<file path="src/rtl/sta_job_arbiter.sv">
// Two-requester arbiter for a shared STA timing core: grants the core round-robin,
// streams the owner's beats in, and routes the core's response (or a timeout) back.
`timescale 1ns/1ps

module sta_job_arbiter #(
    parameter int NUM_BEAT = 32,
    parameter int TIMEOUT  = 255
) (
    input  logic       clk,
    input  logic       rst,
    input  logic [1:0] req,
    input  logic [1:0] beat_valid,
    input  logic [7:0] delay_in,
    input  logic [7:0] src_in,
    input  logic [7:0] dst_in,
    output logic [1:0] gnt,
    output logic       sta_in_valid,
    output logic [3:0] sta_delay,
    output logic [3:0] sta_source,
    output logic [3:0] sta_destination,
    input  logic       sta_out_valid,
    input  logic [7:0] sta_worst_delay,
    input  logic [3:0] sta_path,
    output logic [1:0] res_valid,
    output logic       res_first,
    output logic [7:0] res_worst_delay,
    output logic [3:0] res_path,
    output logic [1:0] res_timeout,
    output logic [1:0] proto_err
);

    localparam int BW = (NUM_BEAT > 1) ? $clog2(NUM_BEAT) : 1;
    localparam int TW = (TIMEOUT > 1) ? $clog2(TIMEOUT + 1) : 1;
    localparam logic [BW-1:0] LAST_BEAT = BW'(NUM_BEAT - 1);
    localparam logic [TW-1:0] TMO_LAST  = TW'(TIMEOUT - 1);

    typedef enum logic [1:0] {
        S_IDLE,
        S_LOAD,
        S_WAIT,
        S_DRAIN
    } state_e;

    state_e          state_q, state_d;
    logic [1:0]      gnt_q, gnt_d;
    logic            owner_q, owner_d;
    logic            prefer_q, prefer_d;
    logic [BW-1:0]   beat_cnt_q, beat_cnt_d;
    logic [TW-1:0]   tmo_cnt_q, tmo_cnt_d;
    logic            sta_in_valid_q, sta_in_valid_d;
    logic [3:0]      sta_delay_q, sta_delay_d;
    logic [3:0]      sta_source_q, sta_source_d;
    logic [3:0]      sta_destination_q, sta_destination_d;
    logic [1:0]      res_valid_q, res_valid_d;
    logic            res_first_q, res_first_d;
    logic [7:0]      res_worst_delay_q, res_worst_delay_d;
    logic [3:0]      res_path_q, res_path_d;
    logic [1:0]      res_timeout_q, res_timeout_d;
    logic [1:0]      proto_err_q, proto_err_d;

    // Owner's lane; the other requester's inputs never reach the core.
    logic       lane_valid;
    logic [3:0] lane_delay;
    logic [3:0] lane_src;
    logic [3:0] lane_dst;
    logic       arb_win;
    logic       delay_beat;

    always_comb begin
        lane_valid = owner_q ? beat_valid[1]  : beat_valid[0];
        lane_delay = owner_q ? delay_in[7:4]  : delay_in[3:0];
        lane_src   = owner_q ? src_in[7:4]    : src_in[3:0];
        lane_dst   = owner_q ? dst_in[7:4]    : dst_in[3:0];
        // Both requesting: take the preferred one; otherwise whichever is asking.
        arb_win    = (req == 2'b11) ? prefer_q : req[1];
        delay_beat = 32'(beat_cnt_q) < 32'd16;
    end

    // NOTE: every next-state variable gets its hold/zero default before the case so no path can infer a latch.
    always_comb begin
        state_d           = state_q;
        gnt_d             = gnt_q;
        owner_d           = owner_q;
        prefer_d          = prefer_q;
        beat_cnt_d        = beat_cnt_q;
        tmo_cnt_d         = tmo_cnt_q;
        proto_err_d       = proto_err_q;
        sta_in_valid_d    = 1'b0;
        sta_delay_d       = 4'd0;
        sta_source_d      = 4'd0;
        sta_destination_d = 4'd0;
        res_valid_d       = 2'b00;
        res_first_d       = 1'b0;
        res_worst_delay_d = 8'd0;
        res_path_d        = 4'd0;
        res_timeout_d     = 2'b00;

        case (state_q)
            S_IDLE: begin
                // Stale core output arriving here is dropped on purpose.
                if (|req) begin
                    owner_d    = arb_win;
                    gnt_d      = arb_win ? 2'b10 : 2'b01;
                    beat_cnt_d = '0;
                    state_d    = S_LOAD;
                end
            end

            S_LOAD: begin
                sta_in_valid_d = 1'b1;
                if (lane_valid) begin
                    sta_source_d      = lane_src;
                    sta_destination_d = lane_dst;
                    sta_delay_d       = delay_beat ? lane_delay : 4'd0;
                end else begin
                    proto_err_d[owner_q] = 1'b1;
                end
                if (beat_cnt_q == LAST_BEAT) begin
                    tmo_cnt_d = '0;
                    state_d   = S_WAIT;
                end else begin
                    beat_cnt_d = beat_cnt_q + BW'(1);
                end
            end

            S_WAIT: begin
                // A response on the timeout cycle still wins.
                if (sta_out_valid) begin
                    res_valid_d       = gnt_q;
                    res_first_d       = 1'b1;
                    res_worst_delay_d = sta_worst_delay;
                    res_path_d        = sta_path;
                    state_d           = S_DRAIN;
                end else if (tmo_cnt_q == TMO_LAST) begin
                    res_timeout_d = gnt_q;
                    gnt_d         = 2'b00;
                    prefer_d      = ~owner_q;
                    state_d       = S_IDLE;
                end else begin
                    tmo_cnt_d = tmo_cnt_q + TW'(1);
                end
            end

            S_DRAIN: begin
                if (sta_out_valid) begin
                    res_valid_d = gnt_q;
                    res_path_d  = sta_path;
                end else begin
                    gnt_d    = 2'b00;
                    prefer_d = ~owner_q;
                    state_d  = S_IDLE;
                end
            end

            default: state_d = S_IDLE;
        endcase
    end

    // NOTE: state registers use non-blocking assignments so all flops update from the same pre-edge values.
    always_ff @(posedge clk or posedge rst) begin
        if (rst) begin
            state_q           <= S_IDLE;
            gnt_q             <= 2'b00;
            owner_q           <= 1'b0;
            prefer_q          <= 1'b0;
            beat_cnt_q        <= '0;
            tmo_cnt_q         <= '0;
            sta_in_valid_q    <= 1'b0;
            sta_delay_q       <= 4'd0;
            sta_source_q      <= 4'd0;
            sta_destination_q <= 4'd0;
            res_valid_q       <= 2'b00;
            res_first_q       <= 1'b0;
            res_worst_delay_q <= 8'd0;
            res_path_q        <= 4'd0;
            res_timeout_q     <= 2'b00;
            proto_err_q       <= 2'b00;
        end else begin
            state_q           <= state_d;
            gnt_q             <= gnt_d;
            owner_q           <= owner_d;
            prefer_q          <= prefer_d;
            beat_cnt_q        <= beat_cnt_d;
            tmo_cnt_q         <= tmo_cnt_d;
            sta_in_valid_q    <= sta_in_valid_d;
            sta_delay_q       <= sta_delay_d;
            sta_source_q      <= sta_source_d;
            sta_destination_q <= sta_destination_d;
            res_valid_q       <= res_valid_d;
            res_first_q       <= res_first_d;
            res_worst_delay_q <= res_worst_delay_d;
            res_path_q        <= res_path_d;
            res_timeout_q     <= res_timeout_d;
            proto_err_q       <= proto_err_d;
        end
    end

    assign gnt             = gnt_q;
    assign sta_in_valid    = sta_in_valid_q;
    assign sta_delay       = sta_delay_q;
    assign sta_source      = sta_source_q;
    assign sta_destination = sta_destination_q;
    assign res_valid       = res_valid_q;
    assign res_first       = res_first_q;
    assign res_worst_delay = res_worst_delay_q;
    assign res_path        = res_path_q;
    assign res_timeout     = res_timeout_q;
    assign proto_err       = proto_err_q;

endmodule

</file>
<file path="config.mk">
export PLATFORM = sky130hd
export DESIGN_NAME = sta_job_arbiter
export DESIGN_NICKNAME = d
export VERILOG_FILES = /design/src/rtl/sta_job_arbiter.sv
export SDC_FILE = /design/constraint.sdc
export NUM_CORES = 1
export LEC_CHECK = 0
export CORE_ASPECT_RATIO = 1.2
export CORE_MARGIN = 5
export CORE_UTILIZATION = 25
export DETAILED_ROUTE_END_ITERATION = 8
export GPL_TIMING_DRIVEN = 0
export PLACE_DENSITY = 0.47
export SLEW_MARGIN = 10
export SYNTH_ARGS = -nofsm -noshare
export SYNTH_HDL_FRONTEND = slang
export SYNTH_SLANG_ARGS = --single-unit
</file>
<file path="constraint.sdc">
create_clock -name clk -period 2.34 [get_ports clk]
set_input_delay 0.468 -clock clk [delete_from_list [all_inputs] [get_ports clk]]
set_output_delay 0.468 -clock clk [all_outputs]
set_load 0.1 [all_outputs]
</file>
* After elaboration in Yosys (flattened, before gate mapping) *
Index checks and enable logic that the tools add are counted.

cells by class
  reductions and logical operators = 15
  eq/ne operators = 14
  bitwise operators = 3
  $lt $le $gt $ge = 3
  mux-type cells = 47
  $add $sub $neg = 2

operators by type and width
  operator               number
  $mux W4                12
  $mux W8                5
  $mux W2                13
  $pmux W8 S2            1
  $reduce_and A4 Y1      4
  $ne A2 B2 Y1 const B   7
  $mux W5                2
  $pmux W5 S2            1
  $mux W1                9
  $add A8 B1 Y8 const B  1
  $eq A8 B8 Y1 const B   1
  $pmux W2 S4            1
  $eq A2 B2 Y1 const B   3
  $pmux W2 S3            1
  $reduce_bool A2 Y1     3
  $add A5 B1 Y5 const B  1
  $eq A5 B5 Y1 const B   1
  $lt A5 B5 Y1 const B   1
  $reduce_and A2 Y1      2
  $reduce_or A2 Y1       2
  $ne A3 B3 Y1 const B   1
  $reduce_and A3 Y1      1
  $reduce_bool A3 Y1     1
  $eq A2 B1 Y1 const B   1
  8 further kinds        9

word-level totals
  flip-flop bits (word level) = 51
  output and inout bits = 34
  word-level logic and storage cells = 100
  input bits = 43

* Longest topological paths before layout *
  depth in word-level cells = 5
  mapped depth = 7
  gate-level depth less buffers = 7

* Worst setup path after synthesis *
No wires, ideal clock.

  kind = reg-to-reg
  start = reg beat_cnt_q[0]
  end = reg tmo_cnt_q[2]
  buffers on the path = 0
  library setup time = 126 ps
  cell stages (with the launch flop) = 8
  required time = 2,214 ps
  slack = 340 ps
  arrival = 1,875 ps
  clock period less this slack = 2,000 ps
  cells stage by stage = dfrtp_1 ha_1 and3_1 ha_1 nor2b_1 a211oi_4 and3b_1 a221o_1

on the way
  cells in the longest elaborated chain, start to end = 3

RTL lines
  element                             line  RTL
  start, declared                     48    logic [BW-1:0] beat_cnt_q, beat_cnt_d;
  start signal, assigned              183   beat_cnt_q <= beat_cnt_d;
  $eq A5 B5 Y1                        118   if (beat_cnt_q == LAST_BEAT) begin
  $ne A2 B2 Y1 (no source line)       -
  $reduce_and A4 Y1 (no source line)  -
  end signal, assigned                184   tmo_cnt_q <= tmo_cnt_d;
  end, declared                       49    logic [TW-1:0] tmo_cnt_q, tmo_cnt_d;

No other way between the ends.
A chain may end at the register's enable or synchronous reset.

* Worst setup path in the final report *
  start = reg res_timeout_q[0] (netlist: res_timeout[0])
  end = out res_timeout[0]

RTL lines
  element                 line  RTL
  start, declared         58    logic [1:0] res_timeout_q, res_timeout_d;
  start signal, assigned  193   res_timeout_q <= res_timeout_d;
  end, declared           28    output logic [1:0] res_timeout,

No word-level cell between the ends.

==> impl_results.md <==
- IO buf count: 76
- Xor and xnor area share after synthesis: 0.742%
- Synth Area in Compound Gates: 12.3%
- GPL Wtd Cong: 0.717
- Startpoint Class: flop
- Crit path largest cell delay: 1.15 ns
- Die Y: 116 um
- Main synth FF type: dfrtp_1
- Clk_lat worst skew: 0.31 ns
- Residual DRC: 0
- Antenna Violating Nets Remaining: 0
- Simple logic cell fraction of the synthesized area: 18.3%
- Post-synth top cells: dfrtp_1, nand2_1, mux2i_1
- Seq/Total Area, Yosys: 54.1%
- Leak pwr: 1.55 nW
- Initial antenna violation count: 0
- CP top delay family: buffers and inverters
- FF+latch area: 0.00128 mm2
- Status: finished clean
- Worst Path Arrival: 1.80 ns
- All-Layer GR Usage: 10.3%
- Worst setup path category: reg -> out
- Yosys top cell area share: 54.1%
- Cts bufs inserted: 5
- Largest cells by area after synthesis: dfrtp_1, mux2i_1, ha_1, and3_1, a22o_1
- Synth Cell Area: 0.00236 mm2
- Worst path bufs/invs: 1
- Maximum fanout along the worst path: 1
- Synth-to-Final Area Change: 43.4%
- Largest family of logic cells by synthesized area: simple AND/OR/NAND/NOR gates
- Final setup TNS: 0 ns
- CTS Buffer Depth: 2
- #FFs+latches synth: 51
- Tcrit/Tclk final: 97.0%
- Peak VDD IR: 0.000369 V
- Syn_nets: 257
- Slew @ Worst Pin: 1.01 ns
- Fillers: 945
- Die W: 98.7 um
- Post-synth cell types: 44
- Drt first pass iters: 4
- Initial core utilization: 25.9%
- Grt total ovfl: 0
- Cell breakdown of the critical path: clkdlybuf4s50_1
- Number of synthesis warnings: 0
- Max-slew violations: 0
- Site row count: 38
- Vias/cell: 4.44
- EDFF count, synth: 0
- Crit path time final: 2.27 ns
- Hpwl dp: 4440 um
- N_diodes: 0
- RSZ-0062 raised after global routing: no
- Vias in the first global route: 1869
- Post-Synth Adder-Cell Area: 4.77%
- Non-Filler Instances: 410
- Setup ws final: 0.0702 ns
- Die footprint: 0.0115 mm2
- Num ports: 77
- Drt total wl: 5870 um
- Ys async rst share: 100%
- Mean Syn Cell Area: 11.5 um2
- Core area: 0.00913 mm2
- Clk sinks: 51
- Slew HR: 32.5%
- H-tree lvl count: 2
- Routed WL per cell: 14.3 um
- Clock-pin slew on the worst setup and hold paths: 0.10 ns
- Pre-CTS WS: 0.0891 ns
- Share of cells above drive strength 1: 9.31%
- Slowest cell on the critical path: clkdlybuf4s50_1
- WP data required: 1.87 ns
- First-pass GRT wire length: 9430 um
- Initial drt markers: 34
- Most frequent cell after synthesis: dfrtp_1
- Count of final setup violators: 0
- Top cell type by total area after synthesis: dfrtp_1
- Mapped Cells: 205
- Fmax: 441 MHz
- Hold Path Class: reg -> reg
- CP Capture Type: primary output
- Final Hold Viols: 0
- Largest net degree at the start of global routing: 28
- Area of the multi-input gates: 0.00103 mm2
- Placed insts: 402
- Max Cap Viol: 0
- Skew final: 0.0106 ns
- Vias post-DR: 1819
- Clk root buf: clkbuf_8
- Post-synthesis mux area share: 7.37%
- CTS tree: yes
- Post-CTS Setup Bufs: 0
- Cell area power density: 1180 mW/mm2
- Nets: 341
[what timing repair did]
item | CTS | global route
gates resized for setup | 2 | 1
endpoints found under the hold margin | 0 | 0
endpoints found under the setup margin | 2 | 3
hold buffers | 0 | 0
[sequential cells by signal, summed over array words and instances (netlist names), 4 cells and up]
name             count
beat_cnt_q           5
res_path             4
res_worst_delay      8
sta_delay            4
sta_destination      4
sta_source           4
tmo_cnt_q            8
[metal layers]
metal  vias up  share of wire, %  GRT usage (%)  wire length [um]
li1        900                 -              -                 -
met3         9               5.7           2.81               332
met2        44                48           17.2              2820
met5         -                 0              0                 0
met4         0               1.4           3.55                82
met1       866                45           12.8              2630
[cell usage in the layout (no fill, tap or decap), types with 2 or more instances in the layout]
| cell | n |
|---|---|
| ha_1 | 9 |
| o21ai_0 | 4 |
| clkbuf_1 | 3 |
| and3_1 | 13 |
| nand3_1 | 5 |
| dlygate4sd2_1 | 2 |
| and2_1 | 7 |
| a21oi_1 | 5 |
| a32o_1 | 2 |
| a31oi_1 | 2 |
| clkinv_4 | 2 |
| xnor2_1 | 2 |
| nor2_1 | 13 |
| a22o_1 | 9 |
| clkdlybuf4s50_1 | 74 |
| mux2i_1 | 14 |
| mux2_2 | 3 |
| a221o_1 | 2 |
| nand2_1 | 16 |
| dfrtp_1 | 51 |
| buf_2 | 3 |
| nor4_1 | 3 |
| clkbuf_8 | 5 |
| nor3_1 | 5 |
| a21o_1 | 3 |
| inv_1 | 7 |
[cell families after synthesis]
| family | after synthesis |
|---|---|
| buffers and inverters | 14 |
| and+or+nand+nor | 76 |
| AOI/OAI and AO/OA | 36 |
| DFF | 51 |
| adders and majority gates | 9 |
| muxes | 17 |
| xor gates and xnor gates | 2 |
[power by group]
group	internal, mW	leakage, nW	switching [mW]	total [mW]
clock network	0.214	0.0443	0.312	0.526
registers	1.09	0.676	0.147	1.24
logic	0.676	0.833	1.57	2.25
total	1.98	1.55	2.03	4.01
[final cells by class]
cell class / instances / share of cell area, %
buffer: 6 / 0.776
clock buffer: 5 / 2.03
clock inverter: 3 / 0.739
inverter: 8 / 0.887
multi-input combinational: 140 / 30.5
sequential: 51 / 37.7
tap: 120 / 4.43
timing repair buffer: 77 / 23.0
[path summary, 6_finish.rpt]
path                                                 from                        to  slack [ns]  cells after the start
min in group asynchronous                             rst     res_path[1]$_DFF_PP0_        0.52                      2
worst max-delay path             res_timeout[0]$_DFF_PP0_            res_timeout[0]        0.07                      1
worst min register to register   proto_err[0]$_DFFE_PP0P_  proto_err[0]$_DFFE_PP0P_        0.46                      1
worst max register to register  beat_cnt_q[0]$_DFFE_PP0P_  tmo_cnt_q[2]$_DFFE_PP0P_        0.24                      7
max in group asynchronous                             rst   sta_source[2]$_DFF_PP0_        1.26                      3
worst min-delay path             proto_err[0]$_DFFE_PP0P_  proto_err[0]$_DFFE_PP0P_        0.46                      1
[metrics by stage]
stage	instance area, um2	util (%)	power, mW	hold WS [ns]
floorplan	2360	-	2.95	0.486
global placement	3270	35.8	3.53	0.443
detailed placement	3290	36.1	3.55	0.448
CTS	3380	37.1	4.09	0.471
global route	3390	37.1	4.27	0.494
finish	3390	37.1	4.01	0.462
Note: power is estimated with default switching activity, not from simulation.
